## src/rtl/edge_frame_sequencer.sv

```systemverilog
// edge_frame_sequencer
//   Frame-level controller for the edge-detection pipeline. On an accepted
//   start it clears the downstream pipeline (pipe_rst), streams one
//   IMG_W x IMG_H frame out of a fixed-latency pixel memory in raster order,
//   counts NMS results and finishes with a one-cycle done pulse. A drain that
//   sees no result for DRAIN_TO cycles ends in ERR with error set.
// Ports
//   clk, rst            clock (rising edge), asynchronous active-high reset
//   start, abort, pause frame control inputs
//   mem_rd_en/addr/data pixel memory read port (data valid RD_LAT cycles later)
//   pixel_out(_vld)     pixel stream to the first pixel_loader
//   pipe_rst            active-high clear for the downstream pipeline
//   result_valid        NMS output strobe, counted into res_count
//   pix_x, pix_y        coordinates of the last issued read
//   busy, done, error   status
module edge_frame_sequencer #(
  parameter int IMG_W     = 512,
  parameter int IMG_H     = 512,
  parameter int PIX_W     = 8,
  parameter int ADDR_W    = 18,
  parameter int RD_LAT    = 2,
  parameter int EXP_OUT   = 258064,
  parameter int FLUSH_CYC = 4,
  parameter int DRAIN_TO  = 4096
) (
  input  logic              clk,
  input  logic              rst,
  input  logic              start,
  input  logic              abort,
  input  logic              pause,
  output logic              mem_rd_en,
  output logic [ADDR_W-1:0] mem_rd_addr,
  input  logic [PIX_W-1:0]  mem_rd_data,
  output logic [PIX_W-1:0]  pixel_out,
  output logic              pixel_out_vld,
  output logic              pipe_rst,
  input  logic              result_valid,
  output logic [15:0]       pix_x,
  output logic [15:0]       pix_y,
  output logic [ADDR_W-1:0] res_count,
  output logic              busy,
  output logic              done,
  output logic              error
);

  localparam int FW = (FLUSH_CYC > 1) ? $clog2(FLUSH_CYC) : 1;
  localparam int TW = (DRAIN_TO > 1) ? $clog2(DRAIN_TO) : 1;
  localparam logic [ADDR_W-1:0] LAST_ADDR  = ADDR_W'(IMG_W * IMG_H - 1);
  localparam logic [ADDR_W-1:0] EXP_CNT    = ADDR_W'(EXP_OUT);
  localparam logic [FW-1:0]     FLUSH_LAST = FW'(FLUSH_CYC - 1);
  localparam logic [TW-1:0]     TO_LAST    = TW'(DRAIN_TO - 1);
  localparam logic [15:0]       X_LAST     = 16'(IMG_W - 1);

  typedef enum logic [2:0] {S_IDLE, S_FLUSH, S_FEED, S_DRAIN, S_DONE, S_ERR} state_t;
  state_t state, state_nxt;

  logic [FW-1:0]     flush_cnt;
  logic [TW-1:0]     idle_cnt;
  logic [ADDR_W-1:0] addr;
  logic [15:0]       cur_x, cur_y;     // coordinates of the next read
  logic [RD_LAT:1]   vld_pipe;         // reads in flight, tail = data valid now
  logic              abort_q;
  logic              start_ok, last_rd, drained, timeout, res_hit;

  assign mem_rd_en   = (state == S_FEED) && !pause;
  assign mem_rd_addr = addr;
  assign busy        = (state == S_FLUSH) || (state == S_FEED) || (state == S_DRAIN);
  assign done        = (state == S_DONE);
  // abort_q stretches an abort into a one-cycle pipeline clear after the FSM
  // has already dropped back to IDLE.
  assign pipe_rst    = (state == S_FLUSH) || abort_q;

  assign start_ok = start && !abort &&
                    ((state == S_IDLE) || (state == S_DONE) || (state == S_ERR));
  assign last_rd  = mem_rd_en && (addr == LAST_ADDR);
  assign drained  = (vld_pipe == '0) && (res_count == EXP_CNT);
  assign timeout  = !result_valid && (idle_cnt == TO_LAST);
  assign res_hit  = result_valid && !abort && ((state == S_FEED) || (state == S_DRAIN));

  always_ff @(posedge clk or posedge rst) begin
    if (rst) state <= S_IDLE;
    else     state <= state_nxt;
  end

  always_comb begin
    state_nxt = state;
    if (abort) begin
      state_nxt = S_IDLE;
    end else begin
      case (state)
        S_IDLE:  if (start) state_nxt = S_FLUSH;
        S_FLUSH: if (flush_cnt == FLUSH_LAST) state_nxt = S_FEED;
        S_FEED:  if (last_rd) state_nxt = S_DRAIN;
        S_DRAIN: begin
          if (drained)      state_nxt = S_DONE;
          else if (timeout) state_nxt = S_ERR;
        end
        S_DONE:  state_nxt = start ? S_FLUSH : S_IDLE;
        S_ERR:   if (start) state_nxt = S_FLUSH;
        default: state_nxt = S_IDLE;
      endcase
    end
  end

  always_ff @(posedge clk or posedge rst) begin
    if (rst) begin
      abort_q       <= 1'b0;
      vld_pipe      <= '0;
      pixel_out     <= '0;
      pixel_out_vld <= 1'b0;
      flush_cnt     <= '0;
      idle_cnt      <= '0;
      addr          <= '0;
      cur_x         <= '0;
      cur_y         <= '0;
      pix_x         <= '0;
      pix_y         <= '0;
      res_count     <= '0;
      error         <= 1'b0;
    end else begin
      abort_q <= abort;

      // Reads already issued always complete unless the frame is aborted.
      if (abort) begin
        vld_pipe <= '0;
      end else begin
        vld_pipe[1] <= mem_rd_en;
        for (int i = 2; i <= RD_LAT; i++) vld_pipe[i] <= vld_pipe[i-1];
      end
      pixel_out_vld <= vld_pipe[RD_LAT] && !abort;
      if (vld_pipe[RD_LAT]) pixel_out <= mem_rd_data;

      flush_cnt <= (state == S_FLUSH) ? flush_cnt + FW'(1) : '0;
      idle_cnt  <= (state == S_DRAIN && !result_valid) ? idle_cnt + TW'(1) : '0;

      if (start_ok) begin
        addr      <= '0;
        cur_x     <= '0;
        cur_y     <= '0;
        pix_x     <= '0;
        pix_y     <= '0;
        res_count <= '0;
        error     <= 1'b0;
      end else if (!abort) begin
        if (mem_rd_en) begin
          pix_x <= cur_x;
          pix_y <= cur_y;
          if (!last_rd) addr <= addr + ADDR_W'(1);
          if (cur_x == X_LAST) begin
            cur_x <= '0;
            cur_y <= cur_y + 16'd1;
          end else begin
            cur_x <= cur_x + 16'd1;
          end
        end
        // Saturate at EXP_OUT; an extra result is an overrun.
        if (res_hit) begin
          if (res_count == EXP_CNT) error <= 1'b1;
          else                      res_count <= res_count + ADDR_W'(1);
        end
        if (state == S_DRAIN && !drained && timeout) error <= 1'b1;
      end
    end
  end

endmodule
```

## config.mk

```make
export PLATFORM = sky130hd
export DESIGN_NAME = edge_frame_sequencer
export DESIGN_NICKNAME = d
export VERILOG_FILES = /design/src/rtl/edge_frame_sequencer.sv
export SDC_FILE = /design/constraint.sdc
export NUM_CORES = 1
export LEC_CHECK = 0
export CAP_MARGIN = 30
export CORE_UTILIZATION = 58
export DETAILED_ROUTE_END_ITERATION = 12
export GPL_TIMING_DRIVEN = 0
export HOLD_SLACK_MARGIN = 0.03
export PLACE_DENSITY = 0.85
export SLEW_MARGIN = 25
export SYNTH_ARGS = -nofsm -noshare
export SYNTH_HDL_FRONTEND = slang
export SYNTH_SLANG_ARGS = --single-unit
```

## constraint.sdc

```tcl
create_clock -name clk -period 9 [get_ports clk]
set_input_delay 1.8 -clock clk [delete_from_list [all_inputs] [get_ports clk]]
set_output_delay 1.8 -clock clk [all_outputs]
set_load 0.03 [all_outputs]
```

==> flow_summary.toml <==
[clocking]
numCtsBuffers = 17
cts_root_buf = "clkbuf_8"
cts.sinks = 130
cts_tree = "done"
hold_buffers = 0
post_cts_resized = 0
htreeDepth = 4
path_clk_slew_ns = 0.06
ctsLongestPathBuffers = 2
clk_latency_ns = 0.53
postCtsSetupRepairBufs = 0

[worst_hold_path]
min-delay-start = "flush_cnt[0]$_DFF_PP0_"
hp-class = "reg -> reg"
holdPathEnd = "flush_cnt[0]$_DFF_PP0_"
hold_depth = 1

[logic_synthesis]
synth_area_per_cell_sq_um = 10.37
synthArstFlopShare_pct = 100.0
ys_seq_area_share_pct = 51.59
synth_ff_type = "dfrtp_1"
synth_nets = 629
synth_seq_cells = 130
netlist_instances = 608
synth_cell_type_count = 61
ys_warn_count = 0
synth_edf_count = 0
synth_area_sq_um = 6306

[worst_setup_path]
max_stage_delay_ns = 0.69
crit_buf_inv = 3
cp-start-kind = "input pin"
path_delay_family = "buffers and inverters"
cp_max_fo = 3
r2r-end = "mem_rd_addr[11]$_DFFE_PP0P_"
required_ns = 7.20
cpMaxStageDelayCell = "clkdlybuf4s50_1"
reg2reg_depth = 8
crit_top_cell = "clkdlybuf4s50_1"
cp-end-kind = "output pin"
crit_type = "in -> out"
worstPathArrival_ns = 3.54
r2r-start = "state[1]$_DFFE_PP0P_"
rrSetupSlack_ns = 6.36
worstPathCellList = "clkdlybuf4s50_1 -> or4b_4 -> clkinv_2 -> clkdlybuf4s50_1"

[sta]
skew_ns = 0.006108
finalHoldViolations = 0
slew_headroom_pct = 51.07
fin_tns_setup_ns = 0
finalMaxSlewViolations = 0
tightest_slew_ns = 0.7307
holdWs_ns = 0.4697
timing.final.crit_share_pct = 59.37
layout_min_cycle_time_ns = 5.344
fmax_mhz = 187.1
rsz0062_at_grt = "no"
setup_viol = 0

[floorplan]
dieArea_sq_um = 11290
io_pins = 96
start_util_pct = 60.54
rows = 37
core_sq_um = 10420
die-width_microns = 106.3
die_h_microns = 106.3

[pwr]
swShare_pct = 23.94
total_power_w = 0.001325
intPower_w = 0.001008
p_comb_share_pct = 6.6
power.leakage_nw = 3.344
p_clk_share_pct = 47.9
ir_worst_vdd_mv = 0.1222
power.density_nw_per_um2 = 165.4
seqPwrFrac_pct = 45.4
p_switching_w = 0.0003172

[cells_and_area]
regArea_sq_um = 3253
n_antenna_cell = 0
fin_nets = 744
num-fill-cells = 702
finalNonFillerCells = 872
multiInputGateArea_sq_um = 2809
drive_above_1_share_pct = 9.647
finalCoreUtilization_pct = 76.89
area_growth_pct = 27.00

[drt]
viasPerCell = 6.377
routed_wl_microns = 16630
drt_iter0_markers = 407
ant_nets = 0
drc = 0
vias = 5561
wire_per_inst_microns = 19.07
dr.pass1.iters = 5

[global_routing]
grt_overflow = 0
grt_pass1_vias = 5514
antenna_found_initial = 0
grt_pass1_wl_microns = 27120
grt_util_all_layers_pct = 30.98
grt_max_degree = 88

[placed_design]
dp_hpwl_microns = 11000
dp.cells = 840
port_buffers = 95
finalWeightedCongestion = 0.8834

[run]
drv_cap = 0

[run_status]
status = "completed"
==> synth_stat cells (all sizes together), types with 3 or more instances <==
cell type	number	share of area [%]
nand4b	3	0.42
and3	14	1.4
nand4	20	2.0
nand3	34	2.7
ha	7	1.4
o211ai	8	1.2
o21ai	21	1.7
nand2	47	2.8
xor2	11	1.5
or4	23	2.7
nor2b	5	0.50
or3	11	1.1
a31oi	10	0.99
a22o	33	4.6
clkbuf	16	0.95
xnor2	14	1.9
buf	19	2.1
mux2	10	1.8
nand2b	6	0.71
nor4	6	0.83
and4	3	0.42
nor3	11	0.95
dfrtp	130	52
a21o	3	0.36
inv	10	0.60
o31ai	22	2.6
a21oi	36	2.9
nor2	42	2.5
==> metal layers <==
layer  up-vias  routed length, microns  track usage (%)
met5         -                       0                0
met4         0                     354            13.39
met3        37                    1001            5.518
met2       237                    8390            51.67
met1      2768                    6879            39.75
li1       2519                       -                -
==> how the worst max path moves through the flow <==
stage	start	endpoint	slack (ns)	cells after the start
2_1_floorplan	rst	abort_q$_DFF_PP0_	3.73	1
3_3_place_gp	rst	pix_y[8]$_DFFE_PP0P_	2.03	2
3_5_place_dp	pause	mem_rd_en	3.66	4
4_1_cts	pause	mem_rd_en	3.66	4
5_1_grt	pause	mem_rd_en	3.64	4
6_report	pause	mem_rd_en	3.66	4
==> final cells by class <==
| cell class | count | share of cell area, % |
|---|---|---|
| Tap cell | 136 | 2.125 |
| Sequential cell | 130 | 40.62 |
| Timing Repair Buffer | 96 | 12.22 |
| Buffer | 35 | 2.406 |
| Inverter | 12 | 0.7343 |
| Clock buffer | 22 | 5.780 |
| Clock inverter | 10 | 1.047 |
| Multi-Input combinational cell | 431 | 35.07 |
==> power groups by stage <==
| stage | Sequential, W | Combinational, W | Clock, W |
|---|---|---|---|
| finish | 0.000602 | 0.0000880 | 0.000635 |
| global route | 0.000603 | 0.0000950 | 0.000663 |
| CTS | 0.000602 | 0.0000882 | 0.000640 |
| detailed placement | 0.000612 | 0.0000876 | 0 |
| global placement | 0.000612 | 0.0000833 | 0 |
| floorplan | 0.000621 | 0.0000409 | 0 |
==> layout by cell type, fill, tap and decap left out, types with 9 or more instances in the layout <==
cell             instances
a21oi_1                 35
a22o_1                  32
a31oi_1                 10
and3_1                  14
clkbuf_1                18
clkbuf_16               16
clkdlybuf4s50_1         95
dfrtp_1                130
inv_1                    9
mux2_2                  10
nand2_1                 47
nand3_1                 34
nand4_1                 20
nor2_1                  42
nor3_1                  10
o21ai_0                 21
o31ai_1                 22
or3_1                   11
or4_1                   23
xnor2_1                 14
xor2_1                  11
==> cell families after synthesis <==
kind of cell	after synthesis	synth area share (%)
xor gates and xnor gates	25	3.472
AOI/OAI and AO/OA	150	16.79
adders and majority gates	7	1.389
muxes	12	2.103
buffers and inverters	47	3.869
and+or+nand+nor	237	20.79
DFF	130	51.59
==> per-stage QoR <==
stage	cell area (sq um)	setup slack (ns)
detailed placement	7462	3.663
global route	8009	3.643
global placement	7427	2.030
finish	8009	3.656
CTS	8009	3.659
floorplan	6306	3.731
==> state kept, by name, indices dropped and copies added (netlist names), 3 cells and up <==
| register | count |
|---|---|
| mem_rd_addr | 18 |
| cur_y | 16 |
| pix_y | 16 |
| res_count | 18 |
| state | 3 |
| idle_cnt | 12 |
| pixel_out | 8 |
| pix_x | 16 |
| cur_x | 16 |
Power figures use the tool's default switching activity.
